<file path="config.mk">
export PLATFORM = sky130hd
export DESIGN_NAME = game_tick_scheduler
export DESIGN_NICKNAME = d
export VERILOG_FILES = /design/src/rtl/game_tick_scheduler_pkg.sv /design/src/rtl/game_tick_scheduler_frame_divider.sv /design/src/rtl/game_tick_scheduler.sv
export SDC_FILE = /design/constraint.sdc
export NUM_CORES = 1
export LEC_CHECK = 0
export CORE_MARGIN = 1
export CORE_UTILIZATION = 55
export CTS_CLUSTER_SIZE = 40
export DETAILED_ROUTE_END_ITERATION = 10
export PLACE_DENSITY = 0.8
export REMOVE_ABC_BUFFERS = 1
export SETUP_SLACK_MARGIN = 0.2
export SLEW_MARGIN = 20
export SYNTH_ARGS = -nofsm -noshare
export SYNTH_HDL_FRONTEND = slang
export SYNTH_SLANG_ARGS = --single-unit
</file>
<file path="constraint.sdc">
create_clock -name clk -period 3.3 [get_ports clk]
set_clock_uncertainty 0.1 [all_clocks]
set_input_delay 0.33 -clock clk [delete_from_list [all_inputs] [get_ports clk]]
set_output_delay 0.33 -clock clk [all_outputs]
set_load 0.02 [all_outputs]
</file>
<file path="src/rtl/game_tick_scheduler_pkg.sv">
// Shared types and constants for the game tick scheduler.
package game_tick_scheduler_pkg;

  localparam int unsigned TICK_VEL    = 0;
  localparam int unsigned TICK_POS    = 1;
  localparam int unsigned LEVEL_W     = 4;
  localparam int unsigned TICK_CNT_W  = 8;
  localparam int unsigned FRAME_CNT_W = 4;

  typedef enum logic [1:0] {
    IDLE = 2'd0,
    PH0  = 2'd1,
    GAP  = 2'd2,
    PH1  = 2'd3
  } state_e;

  // Frames per tick sequence for a given level, floored at div_min.
  function automatic logic [FRAME_CNT_W-1:0] calc_div(
    input logic [LEVEL_W-1:0] lvl,
    input int unsigned        div_init,
    input int unsigned        div_min
  );
    int unsigned d;
    if (32'(lvl) + div_min >= div_init) d = div_min;
    else                                d = div_init - 32'(lvl);
    return FRAME_CNT_W'(d);
  endfunction

endpackage

</file>
<file path="src/rtl/game_tick_scheduler_frame_divider.sv">
// Frame counter that turns every div-th frame pulse into a one-deep pending request.
module game_tick_scheduler_frame_divider
  import game_tick_scheduler_pkg::*;
(
  input  logic                   clk,
  input  logic                   reset,
  input  logic                   i_frame_pulse,
  input  logic [FRAME_CNT_W-1:0] i_div,
  input  logic                   i_consume,
  output logic                   o_req,
  output logic                   o_overrun
);

  logic [FRAME_CNT_W-1:0] r_frame_cnt;
  logic                   r_req;
  logic                   r_overrun;
  logic                   w_terminal;

  // >= so that a shrinking divider never skips past its terminal count.
  assign w_terminal = i_frame_pulse && (r_frame_cnt >= i_div - FRAME_CNT_W'(1));

  // Frame counting, request hold and sticky overrun.
  always_ff @(posedge clk or posedge reset) begin
    if (reset) begin
      r_frame_cnt <= '0;
      r_req       <= 1'b0;
      r_overrun   <= 1'b0;
    end else begin
      if (i_frame_pulse) begin
        r_frame_cnt <= w_terminal ? '0 : r_frame_cnt + FRAME_CNT_W'(1);
      end
      if (i_consume) begin
        r_req <= w_terminal;
      end else if (w_terminal) begin
        if (r_req) r_overrun <= 1'b1;
        r_req <= 1'b1;
      end
    end
  end

  assign o_req     = r_req;
  assign o_overrun = r_overrun;

endmodule

</file>
<file path="src/rtl/game_tick_scheduler.sv">
// Two-phase game tick sequencer with button snapshot and level progression.
module game_tick_scheduler
  import game_tick_scheduler_pkg::*;
#(
  parameter int unsigned FRAME_DIV_INIT = 4,
  parameter int unsigned FRAME_DIV_MIN  = 1,
  parameter int unsigned LEVEL_TICKS    = 128,
  parameter int unsigned MAX_LEVEL      = 15,
  parameter int unsigned PHASE_GAP      = 1
) (
  input  logic               clk,
  input  logic               reset,
  input  logic               frame_pulse,
  input  logic               button_up_raw,
  input  logic               button_down_raw,
  input  logic               game_start_pulse,
  input  logic               game_over_pulse,
  output logic [1:0]         game_tick,
  output logic               button_up,
  output logic               button_down,
  output logic [LEVEL_W-1:0] level,
  output logic               overrun
);

  localparam logic [1:0]            GAP_LAST  = 2'(PHASE_GAP - 1);
  localparam logic [TICK_CNT_W-1:0] TICK_LAST = TICK_CNT_W'(LEVEL_TICKS - 1);
  localparam logic [LEVEL_W-1:0]    LEVEL_MAX = LEVEL_W'(MAX_LEVEL);

  state_e                  r_state;
  state_e                  w_state_nxt;
  logic [1:0]              r_gap_cnt;
  logic [1:0]              w_gap_cnt_nxt;
  logic [1:0]              r_game_tick;
  logic [1:0]              w_game_tick_nxt;
  logic                    w_consume;
  logic                    w_ph1_exit;
  logic                    w_req;
  logic                    w_overrun;
  logic [FRAME_CNT_W-1:0]  w_div;
  logic                    r_up_sticky;
  logic                    r_button_up;
  logic                    r_button_down;
  logic                    r_running;
  logic [LEVEL_W-1:0]      r_level;
  logic [TICK_CNT_W-1:0]   r_tick_cnt;

  assign w_div = calc_div(r_level, FRAME_DIV_INIT, FRAME_DIV_MIN);

  game_tick_scheduler_frame_divider u_frame_divider (
    .clk           (clk),
    .reset         (reset),
    .i_frame_pulse (frame_pulse),
    .i_div         (w_div),
    .i_consume     (w_consume),
    .o_req         (w_req),
    .o_overrun     (w_overrun)
  );

  // Next-state, gap counting and tick strobe decode.
  always_comb begin
    w_state_nxt     = r_state;
    w_gap_cnt_nxt   = r_gap_cnt;
    w_consume       = 1'b0;
    w_ph1_exit      = 1'b0;
    w_game_tick_nxt = 2'b00;
    case (r_state)
      IDLE: begin
        if (w_req) begin
          w_state_nxt = PH0;
          w_consume   = 1'b1;
        end
      end
      PH0: begin
        w_gap_cnt_nxt = 2'd0;
        w_state_nxt   = (PHASE_GAP > 0) ? GAP : PH1;
      end
      GAP: begin
        if (r_gap_cnt == GAP_LAST) w_state_nxt = PH1;
        else                       w_gap_cnt_nxt = r_gap_cnt + 2'd1;
      end
      PH1: begin
        w_state_nxt = IDLE;
        w_ph1_exit  = 1'b1;
      end
      default: w_state_nxt = IDLE;
    endcase
    w_game_tick_nxt[TICK_VEL] = (w_state_nxt == PH0);
    w_game_tick_nxt[TICK_POS] = (w_state_nxt == PH1);
  end

  // State register with the tick strobe registered alongside it.
  always_ff @(posedge clk or posedge reset) begin
    if (reset) begin
      r_state     <= IDLE;
      r_gap_cnt   <= 2'd0;
      r_game_tick <= 2'b00;
    end else begin
      r_state     <= w_state_nxt;
      r_gap_cnt   <= w_gap_cnt_nxt;
      r_game_tick <= w_game_tick_nxt;
    end
  end

  // Button snapshot taken as each sequence starts; presses in between are kept sticky.
  always_ff @(posedge clk or posedge reset) begin
    if (reset) begin
      r_up_sticky   <= 1'b0;
      r_button_up   <= 1'b0;
      r_button_down <= 1'b0;
    end else if (w_consume) begin
      r_button_up   <= r_up_sticky | button_up_raw;
      r_button_down <= button_down_raw;
      r_up_sticky   <= 1'b0;
    end else if (button_up_raw) begin
      r_up_sticky <= 1'b1;
    end
  end

  // Running flag and level progression; game over beats game start.
  always_ff @(posedge clk or posedge reset) begin
    if (reset) begin
      r_running  <= 1'b0;
      r_level    <= '0;
      r_tick_cnt <= '0;
    end else begin
      if (game_over_pulse)       r_running <= 1'b0;
      else if (game_start_pulse) r_running <= 1'b1;

      if (game_start_pulse) begin
        r_level    <= '0;
        r_tick_cnt <= '0;
      end else if (w_ph1_exit && r_running) begin
        if (r_tick_cnt == TICK_LAST) begin
          r_tick_cnt <= '0;
          if (r_level < LEVEL_MAX) r_level <= r_level + LEVEL_W'(1);
        end else begin
          r_tick_cnt <= r_tick_cnt + TICK_CNT_W'(1);
        end
      end
    end
  end

  assign game_tick   = r_game_tick;
  assign button_up   = r_button_up;
  assign button_down = r_button_down;
  assign level       = r_level;
  assign overrun     = w_overrun;

endmodule

</file>
==> Word level (Yosys, flattened, before mapping) <==
Cells that the tools add are included.
{ "op_classes": {"add_sub_neg": 7, "order_cmp": 3, "n_eq_ne": 7, "mux": 23, "bitwise": 2, "n_reduce_logical": 14} }
{ "op_table": {"columns": ["operator", "count"], "rows": [
  ["2-to-1 mux 4 bit", 6],
  ["2-to-1 mux 8 bit", 3],
  ["nonzero test 2 bit", 7],
  ["2-to-1 mux 1 bit", 9],
  ["adder 4 x 1 -> 4 bit (second input constant)", 2],
  ["adder 8 x 1 -> 8 bit (second input constant)", 1],
  ["== test 8 x 7 -> 1 bit (second input constant)", 1],
  ["case mux 2 bit (4 select lines)", 1],
  ["== test 2 bit (second input constant)", 3],
  ["2-to-1 mux 2 bit", 3],
  ["AND reduction 3 bit", 2],
  ["adder 4 x 1 -> 5 bit (second input constant)", 1],
  [">= comparator 5 x 3 -> 1 bit (second input constant)", 1],
  ["== test 2 x 1 -> 1 bit (second input constant)", 2],
  [">= comparator 4 bit", 1],
  ["zero test 2 bit", 2],
  ["< comparator 4 bit (second input constant)", 1],
  ["case mux 2 bit (2 select lines)", 1],
  ["subtractor 3 x 4 -> 4 bit (first input constant)", 1],
  ["subtractor 4 x 1 -> 4 bit (second input constant)", 1],
  ["adder 2 x 1 -> 2 bit (second input constant)", 1],
  ["logical AND 1 bit", 2],
  ["inequality test 2 bit (second input constant)", 1],
  ["AND reduction 2 bit", 1],
  ["other kinds (2)", 2]
]} }
{ "word_totals": {"reg_bits": 28, "inputBits": 7, "out_inout_bits": 9, "elab_cells": 68} }

==> Logic depth before layout (Yosys ltp) <==
{ "depth": {"depth_word": 8, "mapped_depth": 10} }

==> By module <==
Synthesis repeated with hierarchy kept, for this count alone.
{ "unflattened": {"cells_unflattened": 163, "hier_area_um2": 1626.6} }
{ "modules_own_cells": {"columns": ["module", "instances", "cells_each", "area_each_um2"], "rows": [
  ["game_tick_scheduler", 1, 121, 1217.4],
  ["game_tick_scheduler_frame_divider", 1, 42, 409.1]
]} }

==> Least setup slack after synthesis <==
OpenSTA, ideal clock, no wires.
{ "synth_timing": {"kind": "reg-to-reg", "start": "register r_level[0] (netlist: level[0])", "end": "register u_frame_divider.r_overrun (netlist: u_frame_divider.o_overrun)", "setup_ns": 0.120, "arrival_time_ns": 2.884, "t_required_ns": 3.080, "path_slack_ns": 0.196, "path_stages_with_launch": 10, "path_buffers": 0, "cell_sequence": "dfrtp_1 ha_1 xor2_1 or4b_2 ha_1 xor2_1 ha_1 a2111oi_0 a21oi_1 a31o_2"} }
{ "synth_between": {"elab_chain_cells": 7, "elab_cells_between_ends": 8, "cone_classes": "add/sub (3); order compare (2); mux (1); reduce/logical (2)"} }
{ "synth_rtl": {"columns": ["item", "line", "source"], "rows": [
  ["start, declared", "game_tick_scheduler.sv:44", "logic [LEVEL_W-1:0] r_level;"],
  ["start signal, assigned", "game_tick_scheduler.sv:135", "if (r_level < LEVEL_MAX) r_level <= r_level + LEVEL_W'(1);"],
  ["adder 4 x 1 -> 5 bit", "game_tick_scheduler_pkg.sv:24", "if (32'(lvl) + div_min >= div_init) d = div_min;"],
  [">= comparator 5 x 3 -> 1 bit", "game_tick_scheduler_pkg.sv:24", null],
  ["2-to-1 mux 4 bit *", "game_tick_scheduler_pkg.sv:24", null],
  ["subtractor 4 x 1 -> 4 bit *", "game_tick_scheduler_frame_divider.sv:20", "assign w_terminal = i_frame_pulse && (r_frame_cnt >= i_div - FRAME_CNT_W'(1));"],
  [">= comparator 4 bit *", "game_tick_scheduler_frame_divider.sv:20", null],
  ["logical AND 1 bit *", "game_tick_scheduler_frame_divider.sv:20", null],
  ["AND reduction 3 bit (no line) *", null, null],
  ["end signal, assigned", "game_tick_scheduler_frame_divider.sv:27", "r_overrun <= 1'b0;"],
  ["end signal, assigned", "game_tick_scheduler_frame_divider.sv:35", "if (r_req) r_overrun <= 1'b1;"],
  ["end, declared", "game_tick_scheduler_frame_divider.sv:16", "logic r_overrun;"]
]} }
Every way passes the cells marked *; elsewhere a longest branch is shown, timed or not.
A chain may end at the register's enable or synchronous reset.

==> Final worst setup path <==
Same ends and word-level chain as after synthesis.

==> flow_summary_export.csv <==
group,metric,value,unit
power_and_ir_drop,p_per_area,614,nW/um2
power_and_ir_drop,p_switching,0.000407,W
sta,finalSetupViolCount,0,
sta,hold_violations,0,
synth,yosys.area.top_type,"dfrtp_1",
die,row_count,19,
die,die_area,3090,um2
finish,fin_nets,198,
sta,fin_crit_sh,90.3,%
worst_setup_path,arrival,3.12,ns
die,die_x,55.6,um
drt,drc,0,
clock_tree,numCtsBuffers,3,
drt,finalWirelength,2790,um
clock_tree,cts_tree,"yes",
drt,wl_per_cell,13.6,um
worst_setup_path,crit_path_end_kind,"flip-flop",
finish,area_growth,18.9,%
worst_setup_path,crit_fanout,7,
power_and_ir_drop,combPwrFrac,38.9,%
placement,place.gp.congestion,0.868,
synth,synthFlopType,"dfrtp_1",
drt,dr.pass1.iters,6,
finish,drive_gt1_share,12.0,%
synth,synth-seq-area-share,44.3,%
run_status,run_status,"completed",
placement,io_buffers,15,
synth,ys.warnings.count,0,
grt,grt_max_degree,29,
synth,synth_area,1580,um2
worst_setup_path,r2r-start,"level[0]",
power_and_ir_drop,switching_share,35.3,%
sta,fin_tns_setup,0,ns
worst_setup_path,path_class,"reg2reg",
clock_tree,cts.sinks,28,
synth,netlist_instances,157,
grt,grt.overflow.total,0,
synth,synthTopCellsByArea,"dfrtp_1 44%, ha_1 12%, nor2_1 4.0%",
job,drv_cap,0,
power_and_ir_drop,power.leakage,0.844,nW
synth,yosysMostFrequentCell,"dfrtp_1",
sta,max-slew-margin-rel,62.1,%
die,core_area,2730,um2
sta,maxSlewViolCount,0,
synth,synth_edf_count,0,
clock_tree,htreeDepth,1,
worst_setup_path,regToRegEndpoint,"u_frame_divider.o_overrun",
worst_setup_path,required,3.44,ns
synth,ys_top_cells_by_count,"28 x dfrtp_1, 17 x nor2_1, 15 x ha_1",
synth,ys_async_sr_fraction,100,%
power_and_ir_drop,peakVddDrop,0.000621,V
worst_setup_path,ff2ff_setup_slack,0.32,ns
power_and_ir_drop,p_int,0.000748,W
worst_setup_path,crit_slowest_cell,"or4b_2",
worst_setup_path,cpLargestDelayFamily,"adder cells",
die,fp.dieH,55.6,um
sta,rsz0062_at_grt,"false",
grt,grt_pass1_wl,4940,um
power_and_ir_drop,pwr-share-clk,19.3,%
grt,antenna_found_initial,0,
synth,syn_avg_cell_area,10.1,um2
synth,ys_types,36,
worst_setup_path,crit_path_frequent_cell,"ha_1",
finish,antennaDiodeCount,0,
sta,fin_crit,2.98,ns
die,io_pins,16,
clock_tree,ctsLongestPathBuffers,2,
sta,tightest_slew,0.568,ns
placement,dp_hpwl,2020,um
power_and_ir_drop,pwr-share-seq,41.7,%
finish,fin_util,68.8,%
worst_setup_path,r2r_cells,8,
grt,grt_usage,20.3,%
die,initial_utilization,57.8,%
synth,ys_ff_latch,28,
clock_tree,clk_pin_slew,0.15,ns
clock_tree,clk_latency,0.32,ns
synth,yosysTopAreaCellShare,44.3,%
drt,vias,1184,
drt,first_iter_violations,45,
clock_tree,root_buffer,"clkbuf_4",
worst_setup_path,path_buf_inv,0,
min_path,hold_path_class,"in2async",
worst_setup_path,cp_slowest_stage_delay,0.61,ns
worst_setup_path,crit_cells,8,
drt,postRouteAntennaNets,0,
worst_setup_path,crit_path_start_kind,"flip-flop",
drt,via_per_inst,5.75,
sta,timing.fmax,335,MHz
worst_setup_path,critical_path.cell_chain,"ha_4, xor2_1, or4b_2, ha_1, ha_1, a2111oi_4, a21oi_4, a31o_2",
grt,grt_pass1_vias,1208,
[area by class of cell]
| class | instances | area (um2) |
|---|---|---|
| clock buffers | 3 | 22.5 |
| clock inverters | 1 | 30.0 |
| fillers | 217 | 853 |
| inverters | 13 | 48.8 |
| multi-input cells | 114 | 880 |
| flip-flops and latches | 28 | 703 |
| well taps | 31 | 38.8 |
| repair buffers | 16 | 158 |
[routing by layer]
metal	part of all wire [%]	vias up	global-route usage, %	wire [um]
met5	0	-	0	0
met2	51	16	35.8	1430
li1	-	585	-	-
met1	46	579	25.2	1280
met3	1.7	4	2.09	47
met4	1.4	0	8.93	38
[what timing repair did]
item / in CTS / in global routing
resized for setup: 5 / 6
endpoints found under the setup margin: 6 / 6
setup buffers: 0 / 1
pin swaps: 0 / 1
hold buffers: 0 / 0
[power groups by stage]
stage | Clock, W | Sequential (W) | Combinational [W]
after CTS | 0.000228 | 0.000481 | 0.000413
final | 0.000223 | 0.000482 | 0.000450
after floorplan | 0 | 0.000505 | 0.000240
after global routing | 0.000239 | 0.000492 | 0.000507
after global placement | 0 | 0.000484 | 0.000372
after detailed placement | 0 | 0.000487 | 0.000390
[cell families (layout without fill, tap and decap cells)]
logic type	Yosys count	in the layout	share of synthesized area [%]
AOI/OAI and AO/OA	27	27	10.4
xor gates and xnor gates	8	8	4.43
adders and majority gates	15	15	11.9
buffers and inverters	15	33	3.56
DFF	28	28	44.3
muxes	5	5	3.32
and+or+nand+nor	59	59	22.2
[sequential cells by signal, summed over array words and instances (netlist names)]
register                     cells
u_frame_divider.o_req            1
button_up                        1
r_tick_cnt                       8
r_state                          2
r_gap_cnt                        2
r_running                        1
u_frame_divider.r_frame_cnt      4
button_down                      1
level                            4
game_tick                        2
u_frame_divider.o_overrun        1
r_up_sticky                      1
[through the flow]
step / total power, W / instances / hold WS [ns] / setup WS [ns] / instance area, um2
2_1_floorplan: 0.000745 / 155 / 0.293 / 0.196 / 1570
3_3_place_gp: 0.000856 / 201 / 0.357 / 0.176 / 1760
3_5_place_dp: 0.000877 / 201 / 0.369 / 0.0408 / 1760
4_1_cts: 0.00112 / 205 / 0.405 / 0.240 / 1830
5_1_grt: 0.00124 / 206 / 0.329 / 0.225 / 1880
6_report: 0.00115 / 206 / 0.260 / 0.319 / 1880
[how the worst max path moves through the flow]
stage / start / end / slack (ns)
2_1_floorplan: level[0] / u_frame_divider.o_overrun / 0.20
3_3_place_gp: level[0] / u_frame_divider.o_overrun / 0.18
3_5_place_dp: level[0] / u_frame_divider.o_overrun / 0.04
4_1_cts: level[0] / u_frame_divider.o_overrun / 0.24
5_1_grt: level[0] / u_frame_divider.o_overrun / 0.23
6_report: level[0] / u_frame_divider.o_overrun / 0.32
[placed cells by master (no fill, tap or decap), types with 2 or more instances in the layout]
| cell type | count |
|---|---|
| xnor2_1 | 4 |
| nor2b_1 | 2 |
| ha_1 | 13 |
| nor3_1 | 7 |
| clkdlybuf4s50_1 | 15 |
| nand2_1 | 12 |
| ha_4 | 2 |
| mux2_2 | 2 |
| dfrtp_2 | 2 |
| nand3_1 | 5 |
| clkbuf_4 | 3 |
| inv_1 | 12 |
| mux2i_1 | 3 |
| a21oi_1 | 10 |
| o22ai_1 | 3 |
| nor3b_1 | 2 |
| nand2b_1 | 2 |
| nor2_1 | 17 |
| a21o_1 | 2 |
| o21ai_0 | 4 |
| dfrtp_1 | 26 |
| and3_1 | 2 |
| xor2_1 | 4 |
(Power assumes the default switching activity.)
